File: src/rtl/button_event_pkg.sv
// Shared types and elaboration helpers for the multi-channel button event detector.
package button_event_pkg;

  typedef enum logic [2:0] {
    IDLE,
    PRESS,
    HOLD,
    GAP,
    SECOND
  } state_e;

  function automatic int unsigned ns_to_cycles(input int unsigned ns, input int unsigned period);
    return ns / period;
  endfunction

  // Bits needed to hold values 0..max_val; never less than one bit.
  function automatic int unsigned cnt_width(input int unsigned max_val);
    return (max_val < 1) ? 1 : int'($clog2(max_val + 1));
  endfunction

  function automatic int unsigned max3(input int unsigned a, input int unsigned b,
                                       input int unsigned c);
    int unsigned m;
    m = (a > b) ? a : b;
    return (m > c) ? m : c;
  endfunction

endpackage

File: src/rtl/button_event_channel.sv
// One button channel: 2-FF synchroniser, debouncer and gesture classifier FSM.
//   state  | meaning
//   IDLE   | released, waiting for a debounced press edge
//   PRESS  | first press held, timing towards long
//   HOLD   | long press reached, emitting repeats while held
//   GAP    | released after a short hold, waiting for a second press
//   SECOND | second press of a double held, waiting for release
module button_event_channel
  import button_event_pkg::*;
#(
  parameter bit          ACTIVE_LOW = 1'b1,
  parameter int unsigned DEB_CYC    = 1,
  parameter int unsigned LONG_CYC   = 1,
  parameter int unsigned DBL_CYC    = 1,
  parameter int unsigned REP_CYC    = 0
) (
  input  logic clk,
  input  logic resetn,
  input  logic enable,
  input  logic btn_in,
  output logic btn_level,
  output logic short_press,
  output logic long_press,
  output logic double_press,
  output logic repeat_press
);

  localparam int unsigned TW     = cnt_width(max3(LONG_CYC, DBL_CYC, REP_CYC));
  localparam int unsigned DW     = cnt_width(DEB_CYC);
  localparam bit          REP_EN = (REP_CYC > 0);

  logic          r_sync1;
  logic          r_sync2;
  logic [DW-1:0] r_deb_cnt;
  logic          r_level;
  logic          r_prev;
  state_e        r_state;
  logic [TW-1:0] r_tmr;
  logic          r_short;
  logic          r_long;
  logic          r_double;
  logic          r_repeat;

  logic          w_pressed;
  logic          w_rise;
  logic          w_fall;
  logic [TW-1:0] w_tmr_nxt;

  always_ff @(posedge clk or negedge resetn) begin
    if (!resetn) begin
      r_sync1 <= ACTIVE_LOW;
      r_sync2 <= ACTIVE_LOW;
    end else begin
      r_sync1 <= btn_in;
      r_sync2 <= r_sync1;
    end
  end

  assign w_pressed = r_sync2 ^ ACTIVE_LOW;

  always_ff @(posedge clk or negedge resetn) begin
    if (!resetn) begin
      r_deb_cnt <= '0;
      r_level   <= 1'b0;
    end else if (w_pressed != r_level) begin
      if (r_deb_cnt >= DW'(DEB_CYC - 1)) begin
        r_level   <= w_pressed;
        r_deb_cnt <= '0;
      end else begin
        r_deb_cnt <= r_deb_cnt + 1'b1;
      end
    end else begin
      r_deb_cnt <= '0;
    end
  end

  assign w_rise    = r_level & ~r_prev;
  assign w_fall    = ~r_level & r_prev;
  assign w_tmr_nxt = (&r_tmr) ? r_tmr : r_tmr + 1'b1;

  // The FSM sees a level edge one cycle late, so on entering PRESS/GAP the
  // timer starts at 1 to keep long/short aligned to the btn_level edge.
  always_ff @(posedge clk or negedge resetn) begin
    if (!resetn) begin
      r_state  <= IDLE;
      r_tmr    <= '0;
      r_prev   <= 1'b0;
      r_short  <= 1'b0;
      r_long   <= 1'b0;
      r_double <= 1'b0;
      r_repeat <= 1'b0;
    end else begin
      r_prev   <= r_level;
      r_short  <= 1'b0;
      r_long   <= 1'b0;
      r_double <= 1'b0;
      r_repeat <= 1'b0;
      if (!enable) begin
        r_state <= IDLE;
        r_tmr   <= '0;
      end else begin
        case (r_state)
          IDLE: begin
            if (w_rise) begin
              r_state <= PRESS;
              r_tmr   <= TW'(1);
            end
          end
          PRESS: begin
            if (w_fall) begin
              r_state <= GAP;
              r_tmr   <= TW'(1);
            end else if (w_tmr_nxt >= TW'(LONG_CYC)) begin
              r_long  <= 1'b1;
              r_state <= HOLD;
              r_tmr   <= '0;
            end else begin
              r_tmr <= w_tmr_nxt;
            end
          end
          HOLD: begin
            if (w_fall) begin
              r_state <= IDLE;
              r_tmr   <= '0;
            end else if (REP_EN && (w_tmr_nxt >= TW'(REP_CYC))) begin
              r_repeat <= 1'b1;
              r_tmr    <= '0;
            end else begin
              r_tmr <= w_tmr_nxt;
            end
          end
          GAP: begin
            // A press seen on the expiry cycle takes priority over the short.
            if (w_rise) begin
              r_double <= 1'b1;
              r_state  <= SECOND;
              r_tmr    <= '0;
            end else if (w_tmr_nxt >= TW'(DBL_CYC)) begin
              r_short <= 1'b1;
              r_state <= IDLE;
              r_tmr   <= '0;
            end else begin
              r_tmr <= w_tmr_nxt;
            end
          end
          SECOND: begin
            if (w_fall) begin
              r_state <= IDLE;
              r_tmr   <= '0;
            end
          end
          default: begin
            r_state <= IDLE;
            r_tmr   <= '0;
          end
        endcase
      end
    end
  end

  assign btn_level    = r_level;
  assign short_press  = r_short;
  assign long_press   = r_long;
  assign double_press = r_double;
  assign repeat_press = r_repeat;

endmodule

File: src/rtl/button_event_detector.sv
// Multi-channel push-button front end: per-channel debounce and gesture events.
module button_event_detector
  import button_event_pkg::*;
#(
  parameter int unsigned CHANNELS      = 4,
  parameter int unsigned CLK_PERIOD_ns = 20,
  parameter bit          ACTIVE_LOW    = 1'b1,
  parameter int unsigned DEBOUNCE_ns   = 10_000_000,
  parameter int unsigned LONG_ns       = 500_000_000,
  parameter int unsigned DOUBLE_ns     = 250_000_000,
  parameter int unsigned REPEAT_ns     = 100_000_000
) (
  input  logic                clk,
  input  logic                resetn,
  input  logic                enable,
  input  logic [CHANNELS-1:0] btn_in,
  output logic [CHANNELS-1:0] btn_level,
  output logic [CHANNELS-1:0] short_press,
  output logic [CHANNELS-1:0] long_press,
  output logic [CHANNELS-1:0] double_press,
  output logic [CHANNELS-1:0] repeat_press
);

  localparam int unsigned DEB_CYC  = ns_to_cycles(DEBOUNCE_ns, CLK_PERIOD_ns);
  localparam int unsigned LONG_CYC = ns_to_cycles(LONG_ns, CLK_PERIOD_ns);
  localparam int unsigned DBL_CYC  = ns_to_cycles(DOUBLE_ns, CLK_PERIOD_ns);
  localparam int unsigned REP_CYC  = ns_to_cycles(REPEAT_ns, CLK_PERIOD_ns);

  if (DEB_CYC < 1 || LONG_CYC < 1 || DBL_CYC < 1) begin : g_bad_cfg
    $fatal(1, "button_event_detector: debounce, long and double windows must be at least one clock");
  end

  logic w_enable;
  assign w_enable = enable;

  for (genvar g = 0; g < CHANNELS; g++) begin : g_ch
    button_event_channel #(
      .ACTIVE_LOW (ACTIVE_LOW),
      .DEB_CYC    (DEB_CYC),
      .LONG_CYC   (LONG_CYC),
      .DBL_CYC    (DBL_CYC),
      .REP_CYC    (REP_CYC)
    ) u_ch (
      .clk          (clk),
      .resetn       (resetn),
      .enable       (w_enable),
      .btn_in       (btn_in[g]),
      .btn_level    (btn_level[g]),
      .short_press  (short_press[g]),
      .long_press   (long_press[g]),
      .double_press (double_press[g]),
      .repeat_press (repeat_press[g])
    );
  end

endmodule
File: config.mk
export PLATFORM = sky130hd
export DESIGN_NAME = button_event_detector
export DESIGN_NICKNAME = d
export VERILOG_FILES = /design/src/rtl/button_event_pkg.sv /design/src/rtl/button_event_channel.sv /design/src/rtl/button_event_detector.sv
export SDC_FILE = /design/constraint.sdc
export NUM_CORES = 1
export LEC_CHECK = 0
export BUFFER_PORTS_ARGS = -buffer_cell sky130_fd_sc_hd__buf_4
export CAP_MARGIN = 20
export CORE_ASPECT_RATIO = 0.6
export CORE_MARGIN = 2
export CORE_UTILIZATION = 35
export CTS_CLUSTER_SIZE = 16
export DETAILED_ROUTE_END_ITERATION = 12
export HOLD_SLACK_MARGIN = 0.15
export PLACE_DENSITY = 0.58
export SLEW_MARGIN = 15
export SYNTH_ARGS = -nofsm -noshare
export SYNTH_HDL_FRONTEND = slang
export SYNTH_SLANG_ARGS = --single-unit
export TNS_END_PERCENT = 20
File: constraint.sdc
create_clock -name clk -period 9.3 [get_ports clk]
set_input_delay 0.465 -clock clk [delete_from_list [all_inputs] [get_ports clk]]
set_output_delay 0.465 -clock clk [all_outputs]
set_load 0.005 [all_outputs]
* Word level (Yosys, flattened, before mapping)
Cells that the tools add are included.
Word-level totals: register bits 220, output and inout bits 20, input bits 7, logic and storage cells 296
Operators by class: eq/ne operators 40, $lt $le $gt $ge 16, muxes and demuxes 144, add/subtract/negate cells 8, reductions and logical operators 24, bitwise logic cells 20
Operators by type and width (number):
- $mux W25 | 40
- $pmux W25 S5 | 4
- $mux W19 | 8
- $add A25 B1 Y25 const B | 4
- $ge A25 B23 Y1 const B | 4
- $ge A25 B24 Y1 const B | 4
- $ge A25 B25 Y1 const B | 4
- $reduce_and A25 Y1 | 4
- $mux W3 | 28
- $add A19 B1 Y19 const B | 4
- $ge A19 B19 Y1 const B | 4
- $mux W1 | 60
- $pmux W3 S4 | 4
- $ne A3 B2 Y1 const B | 12
- $ne A4 B2 Y1 const B | 8
- $eq A3 B2 Y1 const B | 8
- $reduce_and A2 Y1 | 8
- $reduce_and A4 Y1 | 4
- $eq A3 B1 Y1 const B | 4
- $eq A3 B3 Y1 const B | 4
- $logic_not A3 Y1 | 4
- $not A1 Y1 | 12
- $and A1 B1 Y1 | 8
- $reduce_or A2 Y1 | 4
- $ne A1 B1 Y1 | 4

* Depth between registers and ports, before layout
depth after elaboration 7, mapped depth 15, gate-level depth less buffers 12

* By module
Synthesis repeated with hierarchy kept, for this count alone.
Second synthesis, totals: cells, all modules 1619, area total of the unflattened synthesis 14461.4 um^2
Modules (own cells, without submodules):
- button_event_channel (g_ch[0].u_ch ...) | area an instance 3633.5 um^2, instances 3, sequential area each 1378.8 um^2, cells an instance 404
- button_event_channel (g_ch[3].u_ch) | area an instance 3560.9 um^2, instances 1, sequential area each 1378.8 um^2, cells an instance 407

* Worst setup path before layout
No wires, ideal clock.
path type register -> register, start point register g_ch[0].u_ch.r_tmr[0], end point register g_ch[0].u_ch.r_tmr[1], path slack 5.851 ns, buffers on the path 3, cell stages (with the launch flop) 15, period minus slack after synthesis 3.449 ns, library setup time 0.122 ns, required time 9.178 ns, data arrival time 3.327 ns, cell sequence dfrtp_1 -> ha_1 -> and4_1 -> buf_2 -> and4_1 -> buf_6 -> a21oi_1 -> xnor2_1 -> nor4b_1 -> nand4_1 -> a311oi_1 -> nor2_1 -> o311a_1 -> buf_2 -> a32o_1
On the way: cells in the longest elaborated chain, start to end 7, elaborated cells on any way between the ends 14, classes of those cells add/sub: 1; order compare: 3; mux: 9; reduce/logical: 1
Ends and longest elaborated chain:
- from (decl) | line button_event_channel.sv:38 | logic [TW-1:0] r_tmr;
- from (signal assigned) | line button_event_channel.sv:118 | r_tmr <= w_tmr_nxt;
- from (signal assigned) | line button_event_channel.sv:129 | r_tmr <= w_tmr_nxt;
- from (signal assigned) | line button_event_channel.sv:143 | r_tmr <= w_tmr_nxt;
- $add A25 B1 Y25 or $reduce_and A25 Y1 (tied branches) | line button_event_channel.sv:79 | assign w_tmr_nxt = (&r_tmr) ? r_tmr : r_tmr + 1'b1;
- $mux W25 (*) | line button_event_channel.sv:79
- $ge A25 B24 Y1 (tied with other cells) | line button_event_channel.sv:138 | end else if (w_tmr_nxt >= TW'(DBL_CYC)) begin
- $mux W25 (on tied branches) | line button_event_channel.sv:138, button_event_channel.sv:113, button_event_channel.sv:125
- $mux W25 (on tied branches) | line button_event_channel.sv:134, button_event_channel.sv:110, button_event_channel.sv:122
- $pmux W25 S5 (*) | line button_event_channel.sv:102 | case (r_state)
- $mux W25 (*) | line button_event_channel.sv:98 | if (!enable) begin
Mark *: on every way between the ends. The rest lies on a longest branch, timed or not. A chain may end at the register's enable or synchronous reset.

* Worst setup path in the final report
start point register g_ch[0].u_ch.r_tmr[0], end point register g_ch[0].u_ch.r_tmr[11]
Same word-level chain as after synthesis.

==> impl_metrics.yaml <==
worst_setup_path:
  rrSetupSlack_ns: 4.50
  crit_path_start_kind: "register"
  cp_slowest_cell: "o311a_1"
  path_cells: "ha_1 -> and4_1 -> and4_1 -> a21oi_1 -> xnor2_1 -> o2111ai_1 -> a31oi_1 -> o221ai_1 -> o31ai_1 -> o311a_1 -> inv_1 -> o21ai_0"
  critPathRequiredTime_ns: 9.75
  reg2reg_to: "g_ch[0].u_ch.r_tmr[11]$_DFFE_PN0P_"
  worstRegToRegCells: 12
  slowest_delay_ns: 0.87
  crit_arrival_ns: 5.25
  crit_type: "reg -> reg"
  cp_top_family: "compound AO/OA/AOI/OAI gates"
  reg2reg_from: "g_ch[0].u_ch.r_tmr[0]$_DFFE_PN0P_"
  cp-end-kind: "register"
  crit_buf_inv: 1
  worst_path_most_repeated_cell: "and4_1"
  critical_path.max_fanout: 25
global_route:
  grt_pass1_vias: 11000
  grt_max_degree: 100
  grtUsageTotal: 0.175
  grt_pass1_wl_um: 61200
  grt.overflow.total: 0
  antenna_found_initial: 0
timing:
  grt_setup_unrepaired: "no"
  setup_tns_ns: 0
  hold_viol: 0
  slew_viol_final: 0
  worst_slew_pin_slew_ns: 1.04
  period_share: 0.516
  fmax_mhz: 208
  max_slew_margin: 0.304
  finalCriticalPeriod_ns: 4.80
  finalSetupViolCount: 0
  skew_ns: 0.00928
logic_synthesis:
  synth_nets: 1673
  seq_area_frac_synth: 0.394
  yosysWarnings: 0
  ys_ff_latch: 220
  syn_area_mm2: 0.0140
  yosysTopAreaCell: "dfrtp_1"
  synthFlopType: "dfrtp_1"
  async_flop_share: 1.00
  ys_types: 99
  synth.avg_cell_area_um2: 8.45
  synth_edf_count: 0
  syn_inst: 1658
  synth.area.top_cells: "dfrtp_1 38%, nor2_1 5.6%, nand2_1 4.8%, xnor2_1 3.8%, nand3_1 3.6%"
  synth_top_area_frac: 0.379
clock_network:
  clock_latency_ns: 0.54
  cts.sinks: 220
  clockBufferDepth: 3
  cts_made_buffers: 25
  cts-root-buf: "clkbuf_16"
  path_clk_slew_ns: 0.06
  cts_tree: "done"
  htree_num_levels: 1
  post_cts_buffers: 0
cells_and_area:
  diodes: 0
  layout-drive-gt1-share: 0.0866
  final_cell_mix: "212 x dfrtp_1, 209 x nor2_1, 179 x nand2_1"
  area.growth.synth_to_final_pct: 9.51
  n_fill_cell: 3878
  final_nets: 1638
  layout_commonest_cell: "dfrtp_1"
pwr:
  fin_total_pwr_mw: 2.24
  power_leakage_nw: 5.98
  ir_drop_v: 0.000110
  power.density_mw_per_mm2: 146
routing:
  via_per_inst: 5.73
  totalWireLength_um: 37200
  drc: 0
  drt-initial-drc-count: 1422
  ant_nets: 0
  firstDrtPassIters: 5
  vias: 12400
  wl_per_cell_um: 17.2
die:
  rows: 56
  die_h_um: 159
  dieArea_mm2: 0.0417
  die_w_um: 262
  core_mm2: 0.0392
  ioPinCount: 27
  initial_core_util: 0.357
placed_design:
  gp_congestion: 0.935
  dp_hpwl_um: 26200
  port_buffers: 26
worst_hold_path:
  hold_depth: 0
  min_to: "g_ch[0].u_ch.r_sync2$_DFF_PN1_"
  hold_path.class: "reg -> reg"
  min_from: "g_ch[0].u_ch.r_sync1$_DFF_PN1_"
outcome:
  outcome: "finished, final reports clean"
flow_run:
  cap_violations: 0
==> metal layers <==
metal | GRT usage | up-vias | routed length, um
li1 | - | 5973 | -
met1 | 0.295 | 5906 | 19800
met2 | 0.220 | 483 | 13800
met3 | 0.0365 | 34 | 3060
met4 | 0.0292 | 0 | 523
met5 | 0 | - | 0
==> worst register-to-register path: stages (launching register included) <==
cell and delay [ns]:
dfrtp_1 0.43, ha_1 0.32, and4_1 0.36, and4_1 0.56
a21oi_1 0.15, xnor2_1 0.37, o2111ai_1 0.18, a31oi_1 0.25
o221ai_1 0.23, o31ai_1 0.35, o311a_1 0.87, inv_1 0.38
o21ai_0 0.26
==> through the flow <==
stage	cell area (um^2)	cells	hold slack, ns	setup WS [ns]	utilization
after global routing	15300	2162	0.353	4.15	0.391
after floorplan	14000	1658	0.169	5.85	-
final	15300	2162	0.353	4.50	0.391
after global placement	14400	2112	0.347	4.71	0.367
after detailed placement	14400	2112	0.348	4.60	0.367
after CTS	15300	2161	0.337	4.56	0.391
==> synthesized netlist by cell type, types with 7 or more instances <==
library cell  number
o31ai_1           15
nand3_1          102
nor2b_1           15
nor2_1           209
xnor2_1           61
a211o_1            9
o22ai_1           12
dfrtp_1          212
a311oi_1           7
and3_1            41
a31oi_1           40
o21ai_1            7
o2111ai_1          8
nand4_1           44
buf_2             35
o21ai_0           68
ha_1               8
xor2_1            54
clkbuf_1          42
nand2_1          179
nor4_1            29
nor3b_1            9
nand2b_1          20
a211oi_1           7
a21oi_1           84
or4_1              7
and2_1            15
a31o_2             9
a21o_1             9
dfstp_2            8
buf_4             21
or2_2             11
a22o_1            14
o211ai_1          12
a41oi_1            9
and4_1            12
nor3_1            51
inv_1             31
==> registers in the layout (all words and copies together) (netlist names) <==
| name | flops |
|---|---|
| g_ch.u_ch.r_deb_cnt | 76 |
| g_ch.u_ch.btn_level | 4 |
| g_ch.u_ch.r_sync1 | 4 |
| g_ch.u_ch.short_press | 4 |
| g_ch.u_ch.r_tmr | 100 |
| g_ch.u_ch.repeat_press | 4 |
| g_ch.u_ch.r_state | 12 |
| g_ch.u_ch.r_prev | 4 |
| g_ch.u_ch.r_sync2 | 4 |
| g_ch.u_ch.long_press | 4 |
| g_ch.u_ch.double_press | 4 |
==> how the worst max path moves through the flow <==
stage                                               endpoint                         startpoint  cells after the start  slack (ns)
after floorplan            g_ch[0].u_ch.r_tmr[1]$_DFFE_PN0P_  g_ch[0].u_ch.r_tmr[0]$_DFFE_PN0P_                     14        5.85
after detailed placement  g_ch[0].u_ch.r_tmr[11]$_DFFE_PN0P_  g_ch[0].u_ch.r_tmr[0]$_DFFE_PN0P_                     12        4.60
after global placement    g_ch[0].u_ch.r_tmr[23]$_DFFE_PN0P_  g_ch[0].u_ch.r_tmr[0]$_DFFE_PN0P_                     11        4.71
after global routing      g_ch[0].u_ch.r_tmr[11]$_DFFE_PN0P_  g_ch[0].u_ch.r_tmr[0]$_DFFE_PN0P_                     12        4.15
after CTS                 g_ch[0].u_ch.r_tmr[11]$_DFFE_PN0P_  g_ch[0].u_ch.r_tmr[0]$_DFFE_PN0P_                     12        4.56
final                     g_ch[0].u_ch.r_tmr[11]$_DFFE_PN0P_  g_ch[0].u_ch.r_tmr[0]$_DFFE_PN0P_                     12        4.50
==> area by class of cell <==
type,count,area [um^2],share of cell area
Inverter,32,120,0.00783
Timing Repair Buffer,44,350,0.0228
Clock inverter,6,133,0.00865
Tap cell,522,653,0.0426
Sequential cell,220,5520,0.360
Multi-Input combinational cell,1300,7820,0.510
Clock buffer,38,744,0.0485
==> report_power, final <==
group / internal, mW / switching, mW
logic: 0.0520 / 0.118
clock network: 0.659 / 0.411
registers: 0.974 / 0.0226
==> repair_timing <==
item,4_1_cts,5_1_grt
hold buffers,5,0
hold endpoints to repair,98,0
gates resized for setup,0,0
==> cells by family after synthesis <==
family,after synthesis,synth area share
AO/OA/AOI/OAI,382,0.189
buffers and inverters,138,0.0481
XOR/XNOR,115,0.0719
adder cells (fa/ha/maj),9,0.00786
AND/OR/NAND/NOR,787,0.284
flip-flops,220,0.394
multiplexers,7,0.00518
Note: power is estimated with default switching activity, not from simulation.
